File: src/rtl/mersenne_trial_ctrl.sv
// Mersenne trial-factor controller: computes 2^p mod q by square-and-double,
// offloading each squaring reduction to a shared modulo divider.
module mersenne_trial_ctrl (
  input  logic        sys_clk,
  input  logic        sys_rst_n,
  input  logic        start,
  input  logic [31:0] exponent,
  input  logic [15:0] candidate,
  output logic        busy,
  output logic        done,
  output logic [15:0] result,
  output logic        is_factor,
  output logic        invalid,
  output logic        div_start,
  output logic [31:0] div_numerator,
  output logic [31:0] div_denominator,
  input  logic [31:0] div_remainder,
  input  logic        div_finished
);

  localparam logic [2:0] S_IDLE   = 3'd0;
  localparam logic [2:0] S_SCAN   = 3'd1;
  localparam logic [2:0] S_SQ_REQ = 3'd2;
  localparam logic [2:0] S_SQ_GRD = 3'd3;
  localparam logic [2:0] S_SQ_WT  = 3'd4;
  localparam logic [2:0] S_DOUBLE = 3'd5;
  localparam logic [2:0] S_FIN    = 3'd6;

  logic [2:0]  state_q, state_d;
  logic [31:0] e_q, e_d;
  logic [15:0] q_q, q_d;
  logic [15:0] r_q, r_d;
  logic [5:0]  n_q, n_d;
  logic        job_inv_q, job_inv_d;
  logic        busy_q, busy_d;
  logic        done_q, done_d;
  logic [15:0] result_q, result_d;
  logic        is_factor_q, is_factor_d;
  logic        invalid_q, invalid_d;

  logic        accept;
  logic [16:0] dbl;
  logic [16:0] dbl_sub;
  logic        unused_rem_hi;

  assign accept  = (state_q == S_IDLE) & start & ~done_q;
  assign dbl     = {r_q, 1'b0};
  assign dbl_sub = dbl - {1'b0, q_q};
  assign unused_rem_hi = ^div_remainder[31:16];

  always_comb begin
    state_d     = state_q;
    e_d         = e_q;
    q_d         = q_q;
    r_d         = r_q;
    n_d         = n_q;
    job_inv_d   = job_inv_q;
    busy_d      = busy_q & ~done_q;
    done_d      = 1'b0;
    result_d    = result_q;
    is_factor_d = is_factor_q;
    invalid_d   = invalid_q;
    unique case (state_q)
      S_IDLE: begin
        if (accept) begin
          e_d         = exponent;
          q_d         = candidate;
          r_d         = 16'd1;
          n_d         = 6'd32;
          busy_d      = 1'b1;
          result_d    = 16'd0;
          is_factor_d = 1'b0;
          invalid_d   = 1'b0;
          job_inv_d   = (candidate < 16'd2);
          if (candidate < 16'd2) begin
            r_d     = 16'd0;
            state_d = S_FIN;
          end else if (exponent == 32'd0) begin
            state_d = S_FIN;
          end else if (exponent[31]) begin
            state_d = S_SQ_REQ;
          end else begin
            state_d = S_SCAN;
          end
        end
      end
      S_SCAN: begin
        // Leading zero skipped; leave as soon as the next MSB is a one.
        e_d = {e_q[30:0], 1'b0};
        n_d = n_q - 6'd1;
        if (e_q[30]) begin
          state_d = S_SQ_REQ;
        end
      end
      S_SQ_REQ: state_d = S_SQ_GRD;
      S_SQ_GRD: state_d = S_SQ_WT;
      S_SQ_WT: begin
        if (div_finished) begin
          r_d     = div_remainder[15:0];
          state_d = S_DOUBLE;
        end
      end
      S_DOUBLE: begin
        if (e_q[31]) begin
          r_d = (dbl >= {1'b0, q_q}) ? dbl_sub[15:0] : dbl[15:0];
        end
        e_d = {e_q[30:0], 1'b0};
        n_d = n_q - 6'd1;
        state_d = (n_q == 6'd1) ? S_FIN : S_SQ_REQ;
      end
      S_FIN: begin
        result_d    = r_q;
        is_factor_d = (r_q == 16'd1) & ~job_inv_q;
        invalid_d   = job_inv_q;
        done_d      = 1'b1;
        state_d     = S_IDLE;
      end
      default: state_d = S_IDLE;
    endcase
  end

  always_ff @(posedge sys_clk) begin
    if (!sys_rst_n) begin
      state_q     <= S_IDLE;
      e_q         <= 32'd0;
      q_q         <= 16'd0;
      r_q         <= 16'd0;
      n_q         <= 6'd0;
      job_inv_q   <= 1'b0;
      busy_q      <= 1'b0;
      done_q      <= 1'b0;
      result_q    <= 16'd0;
      is_factor_q <= 1'b0;
      invalid_q   <= 1'b0;
    end else begin
      state_q     <= state_d;
      e_q         <= e_d;
      q_q         <= q_d;
      r_q         <= r_d;
      n_q         <= n_d;
      job_inv_q   <= job_inv_d;
      busy_q      <= busy_d;
      done_q      <= done_d;
      result_q    <= result_d;
      is_factor_q <= is_factor_d;
      invalid_q   <= invalid_d;
    end
  end

  // r only changes on capture or doubling, so the operands hold steady
  // for the whole divider transaction.
  assign div_start       = (state_q == S_SQ_REQ);
  assign div_numerator   = {16'd0, r_q} * {16'd0, r_q};
  assign div_denominator = {16'd0, q_q};

  assign busy      = busy_q;
  assign done      = done_q;
  assign result    = result_q;
  assign is_factor = is_factor_q;
  assign invalid   = invalid_q;

endmodule

File: config.mk
export PLATFORM = sky130hd
export DESIGN_NAME = mersenne_trial_ctrl
export DESIGN_NICKNAME = d
export VERILOG_FILES = /design/src/rtl/mersenne_trial_ctrl.sv
export SDC_FILE = /design/constraint.sdc
export NUM_CORES = 1
export LEC_CHECK = 0
export ABC_AREA = 1
export CAP_MARGIN = 20
export CORE_ASPECT_RATIO = 0.8
export CORE_MARGIN = 10
export CORE_UTILIZATION = 35
export DETAILED_ROUTE_END_ITERATION = 7
export GPL_TIMING_DRIVEN = 0
export PLACE_DENSITY = 0.56
export SLEW_MARGIN = 25
export SYNTH_ARGS = -nofsm -noshare
export SYNTH_HDL_FRONTEND = slang
export SYNTH_SLANG_ARGS = --single-unit
File: constraint.sdc
create_clock -name sys_clk -period 8.21 [get_ports sys_clk]
set_input_delay 2.0525 -clock sys_clk [delete_from_list [all_inputs] [get_ports sys_clk]]
set_output_delay 2.0525 -clock sys_clk [all_outputs]
set_load 0.02 [all_outputs]
* Word level (Yosys, flattened, before mapping)
Index checks and enable logic that the tools add are counted.
Storage, ports and cells: logic and storage cells 71, input bits 84, output and inout port bits 85, register bits after elaboration 94
Operators by class: add/sub/neg operators 2, multiply operators 1, reductions and logical operators 11, multiplexer cells 26, eq/ne operators 12, $lt $le $gt $ge 2, bitwise operators 6
Operator list (count):
- two-way mux 16 bit | 5
- one-hot mux 32 bit (2 select lines) | 1
- one-hot mux 16 bit (3 select lines) | 1
- zero test 32 bit | 1
- multiplier 16 x 16 -> 32 bit | 1
- two-way mux 32 bit | 1
- one-hot mux 16 bit (2 select lines) | 1
- two-way mux 3 bit | 6
- one-hot mux 3 bit (6 select lines) | 1
- >= comparator 17 x 16 -> 1 bit | 1
- == test 16 x 1 -> 1 bit, second input constant | 1
- < comparator 16 x 2 -> 1 bit, second input constant | 1
- subtractor 16 bit | 1
- one-hot mux 6 bit (2 select lines) | 1
- == test 3 bit, second input constant | 3
- != test 2 bit, second input constant | 4
- == test 3 x 2 -> 1 bit, second input constant | 2
- == test 6 x 1 -> 1 bit, second input constant | 1
- two-way mux 6 bit | 1
- AND reduction 2 bit | 3
- subtractor 6 x 1 -> 6 bit, second input constant | 1
- two-way mux 1 bit | 5
- AND 1 bit | 4
- one-hot mux 1 bit (2 select lines) | 2
- other kinds (9) | 11

* Logic depth before layout (Yosys ltp)
word-level depth 5, gate-level depth with buffers 27, mapped depth without buffers 25

* Least setup slack after synthesis
OpenSTA, ideal clock, no wires.
kind flip-flop to output port, start reg r_q[9], end out div_numerator[25], path buffers 2, slack 0.559 ns, arrival 5.598 ns, required time 6.157 ns, stages on the path, launching flop included 21, path through dfxtp_1 clkbuf_1 buf_1 nand2_1 fa_1 fa_1 inv_1 fa_1 fa_1 fa_1 inv_1 fa_1 inv_1 ha_1 nand2_1 nor2_1 inv_1 o21ai_0 nand2_1 nand3_1 xor2_1
Between the ends: longest elaborated chain between the ends 1
Ends and longest elaborated chain:
- start: declaration | line 32 | logic [15:0] r_q, r_d;
- start signal: assignment | line 139 | r_q <= r_d;
- multiplier 16 x 16 -> 32 bit | line 153 | assign div_numerator = {16'd0, r_q} * {16'd0, r_q};
- end: declaration | line 15 | output logic [31:0] div_numerator,
Every way passes these cells.

* Worst setup path in the final report
start reg r_q[4], end out div_numerator[26]
The elaborated chain is that of the path after synthesis.

==> results.md <==
- Status: completed
- Drt initial violations: 1054
- Worst skew pair latency: 0.36 ns
- Overall routing resource usage: 0.1775
- Setup TNS: 0 ns
- FF/Latch Area: 0.001899 sq mm
- Crit path capture type: output pin
- Dpl ws: -0.8907 ns
- Synthesized area: 0.01286 sq mm
- RSZ-0062 raised after global routing: yes
- Core area: 0.03607 sq mm
- Dpl hpwl: 33070 microns
- Switching Fraction: 0.5403
- DRT Wirelength: 39130 microns
- Post-route insts no fill: 2424
- Initial antenna violation count: 1
- Pwr Total: 4.798 mW
- Yosys reg bits: 94
- Gpl congestion: 0.9189
- Multi-input logic area: 0.009433 sq mm
- Syn avg cell area: 7.250 sq um
- Max VDD drop: 168.8 uV
- Clock transition at path regs: 0.07 ns
- Combinational Power Share: 0.770
- Slew HR: 0.3207
- Port Buffers: 135
- Kind of critical path: register to output pin
- Num ports: 169
- Vias: 11630
- FFs w/ async S/R, synth: 0
- Layout cell share with drive strength beyond 1: 0.1003
- Drt pass-1 iters: 5
- Final setup skew: 0.006186 ns
- Vias per cell: 4.798
- Die Area: 0.04486 sq mm
- CTS root buf: clkbuf_16
- H-tree depth: 3
- Crit path arrival time: 5.91 ns
- Area after DPL: 0.01487 sq mm
- Synth Flop Type: dfxtp_1
- Reg power frac: 0.137
- GR Overflow Total: 0
- Metal3 WL: 2630 microns
- Post-synth EDFFs: 0
- Area growth syn-to-layout: 22.58%
- Final setup viols: 0
- Leakage: 8.391 nW
- Fmax: 0.1257 GHz
- N_diodes: 0
- Fin area: 0.01577 sq mm
- Drt drc: 0
- Placed insts: 2405
- Worst Path Required: 6.16 ns
- Register area share after synthesis: 0.1463
- Die W: 234.3 microns
- Synth warn: 0
- Pins over their slew limit: 0
- Detail Route Antenna Nets: 0
- Hold Vio Cnt, Final: 0
- Power Density: 304.4 mW/mm^2
- Fill count: 3726
- CP Max Fanout: 10
- Vias in the first global route: 11820
- Final Cycle Share: 0.9692
- Cell Rows: 62
- Die Height: 191.5 microns
- Max-cap violations: 0
- DR top layer: met4
- Final nets: 2303
- Met1 Wirelength: 18320 microns
- Setup ws final: 0.2525 ns
- CTS tree: done
- Met2 WL: 17900 microns
- Startpoint types: register
- Clk buf depth: 2
- Initial Utilization: 0.3565
- NetSw: 2.593 mW
- Total clock sinks: 94
- Mapped Cells: 1774
- WL/cell: 16.14 microns
- Clock share of power: 0.093
- First-pass GRT wire length: 63460 microns
- Int Power: 2.205 mW
- Worst-Margin Slew: 1.010 ns
- CTS Buf Count: 9
- Fin crit period: 7.958 ns
- Pin count of the biggest net entering global routing: 17
- Hold crit path type: register to register
- Yosys cell types: 41
-- worst paths after layout --
check               start           endpoint  slack [ns]  cells after the start
hold reg to reg    n_q[3]             n_q[3]        0.46                      2
setup reg to reg  r_q[10]            r_q[10]        5.77                     14
setup / recovery   r_q[4]  div_numerator[26]        0.25                     21
hold / removal     n_q[3]             n_q[3]        0.46                      2
-- metrics by stage --
| stage | util | hold slack (ns) |
|---|---|---|
| 2_1_floorplan | - | 0.4392 |
| 3_3_place_gp | 0.4123 | 0.4500 |
| 3_5_place_dp | 0.4123 | 0.4525 |
| 4_1_cts | 0.4299 | 0.4634 |
| 5_1_grt | 0.4370 | 0.4854 |
| 6_report | 0.4370 | 0.4616 |
-- final cells by class --
type                    count  area share
plain buffers              84     0.04468
clock buffers              10     0.01516
clock inverters             6    0.004365
inverters                 402     0.09587
multi-input cells        1210      0.5983
flip-flops and latches     94      0.1205
well taps                 480     0.03810
repair buffers            138     0.08302
-- power by group through the flow --
stage	registers, mW	logic, mW	clock network, mW
6_report	0.659	3.69	0.445
2_1_floorplan	0.664	2.33	0
5_1_grt	0.672	4.16	0.474
3_5_place_dp	0.660	3.48	0
3_3_place_gp	0.658	3.46	0
4_1_cts	0.656	3.55	0.456
-- Yosys cell counts (all sizes together) (2+ instances only) --
cell type	count	share of area
fa	163	0.25
clkinv	2	0.00058
xor2	25	0.017
nor2	95	0.030
a211oi	5	0.0029
dfxtp	94	0.15
a21o	4	0.0023
buf	37	0.020
ha	117	0.11
o21bai	6	0.0035
clkbuf	47	0.014
nor3	17	0.0070
xnor2	12	0.0082
inv	400	0.12
nand3	101	0.039
o21ai	79	0.031
or2	2	0.00097
nand3b	4	0.0033
a31oi	35	0.017
a21oi	99	0.039
nand4	21	0.010
nand2	401	0.12
nor4	3	0.0015
-- cells by family (layout without fill, tap and decap cells) --
family                   after synthesis  after routing  share of synthesized area
AO/OA/AOI/OAI                        230            230                    0.09709
buffers and inverters                486            640                     0.1511
AND/OR/NAND/NOR                      646            646                     0.2125
XOR/XNOR                              37             37                    0.02520
flip-flops                            94             94                     0.1463
other                                  1             17                  0.0002916
adder cells (fa/ha/maj)              280            280                     0.3675
-- critical path, cell delays in order, from the launching register on --
cell	delay, ns
dfxtp_2	0.39
clkbuf_8	0.20
clkbuf_8	0.20
nand2_1	0.09
fa_2	0.51
fa_1	0.56
inv_1	0.06
fa_1	0.52
fa_1	0.45
fa_1	0.55
inv_1	0.05
fa_1	0.53
inv_1	0.06
ha_4	0.27
a21o_1	0.21
nor2_2	0.17
nor2_1	0.06
o21ai_1	0.18
nand3_1	0.10
nand2_1	0.06
nand2_1	0.06
clkdlybuf4s15_2	0.25
-- per-layer routing --
metal	track usage	vias up
met3	0.03260	24
met5	0	-
li1	-	5750
met4	0.02609	0
met2	0.2852	332
met1	0.2479	5524
-- what timing repair did --
action                                  in CTS  in global routing
hold buffers                                 0                  0
gates resized for setup                    163                103
endpoints found under the setup margin      24                 24
buffers inserted                             0                  3
pin swaps                                    2                 15
-- sequential cells by signal, summed over array words and instances (netlist names) --
register and cells:
busy 1, job_inv_q 1, e_q 32, n_q 6, state_q 3, q_q 16, invalid 1, r_q 16
result 16, done 1, is_factor 1
-- cell usage in the layout, fill, tap and decap left out, types with 4 or more instances in the layout --
cell type,count
nor2_2,12
buf_4,31
clkdlybuf4s50_1,114
a211oi_1,5
ha_4,7
dfxtp_2,8
inv_1,391
inv_2,8
buf_8,5
nand4_1,21
a21o_1,4
clkbuf_8,16
o21ai_1,7
nor2_1,75
a21oi_2,9
buf_2,16
nor3_1,14
a21oi_4,4
nand2_4,6
buf_6,9
dfxtp_1,84
nand2_2,14
xnor2_1,11
fa_1,161
nand2_1,381
xor2_1,25
o21ai_0,70
a21oi_1,86
clkbuf_4,4
conb_1,17
nand3_1,98
a31oi_1,34
clkbuf_16,9
clkbuf_1,18
ha_1,109
nor2_4,8
o21bai_1,6
Power figures use the tool's default switching activity.
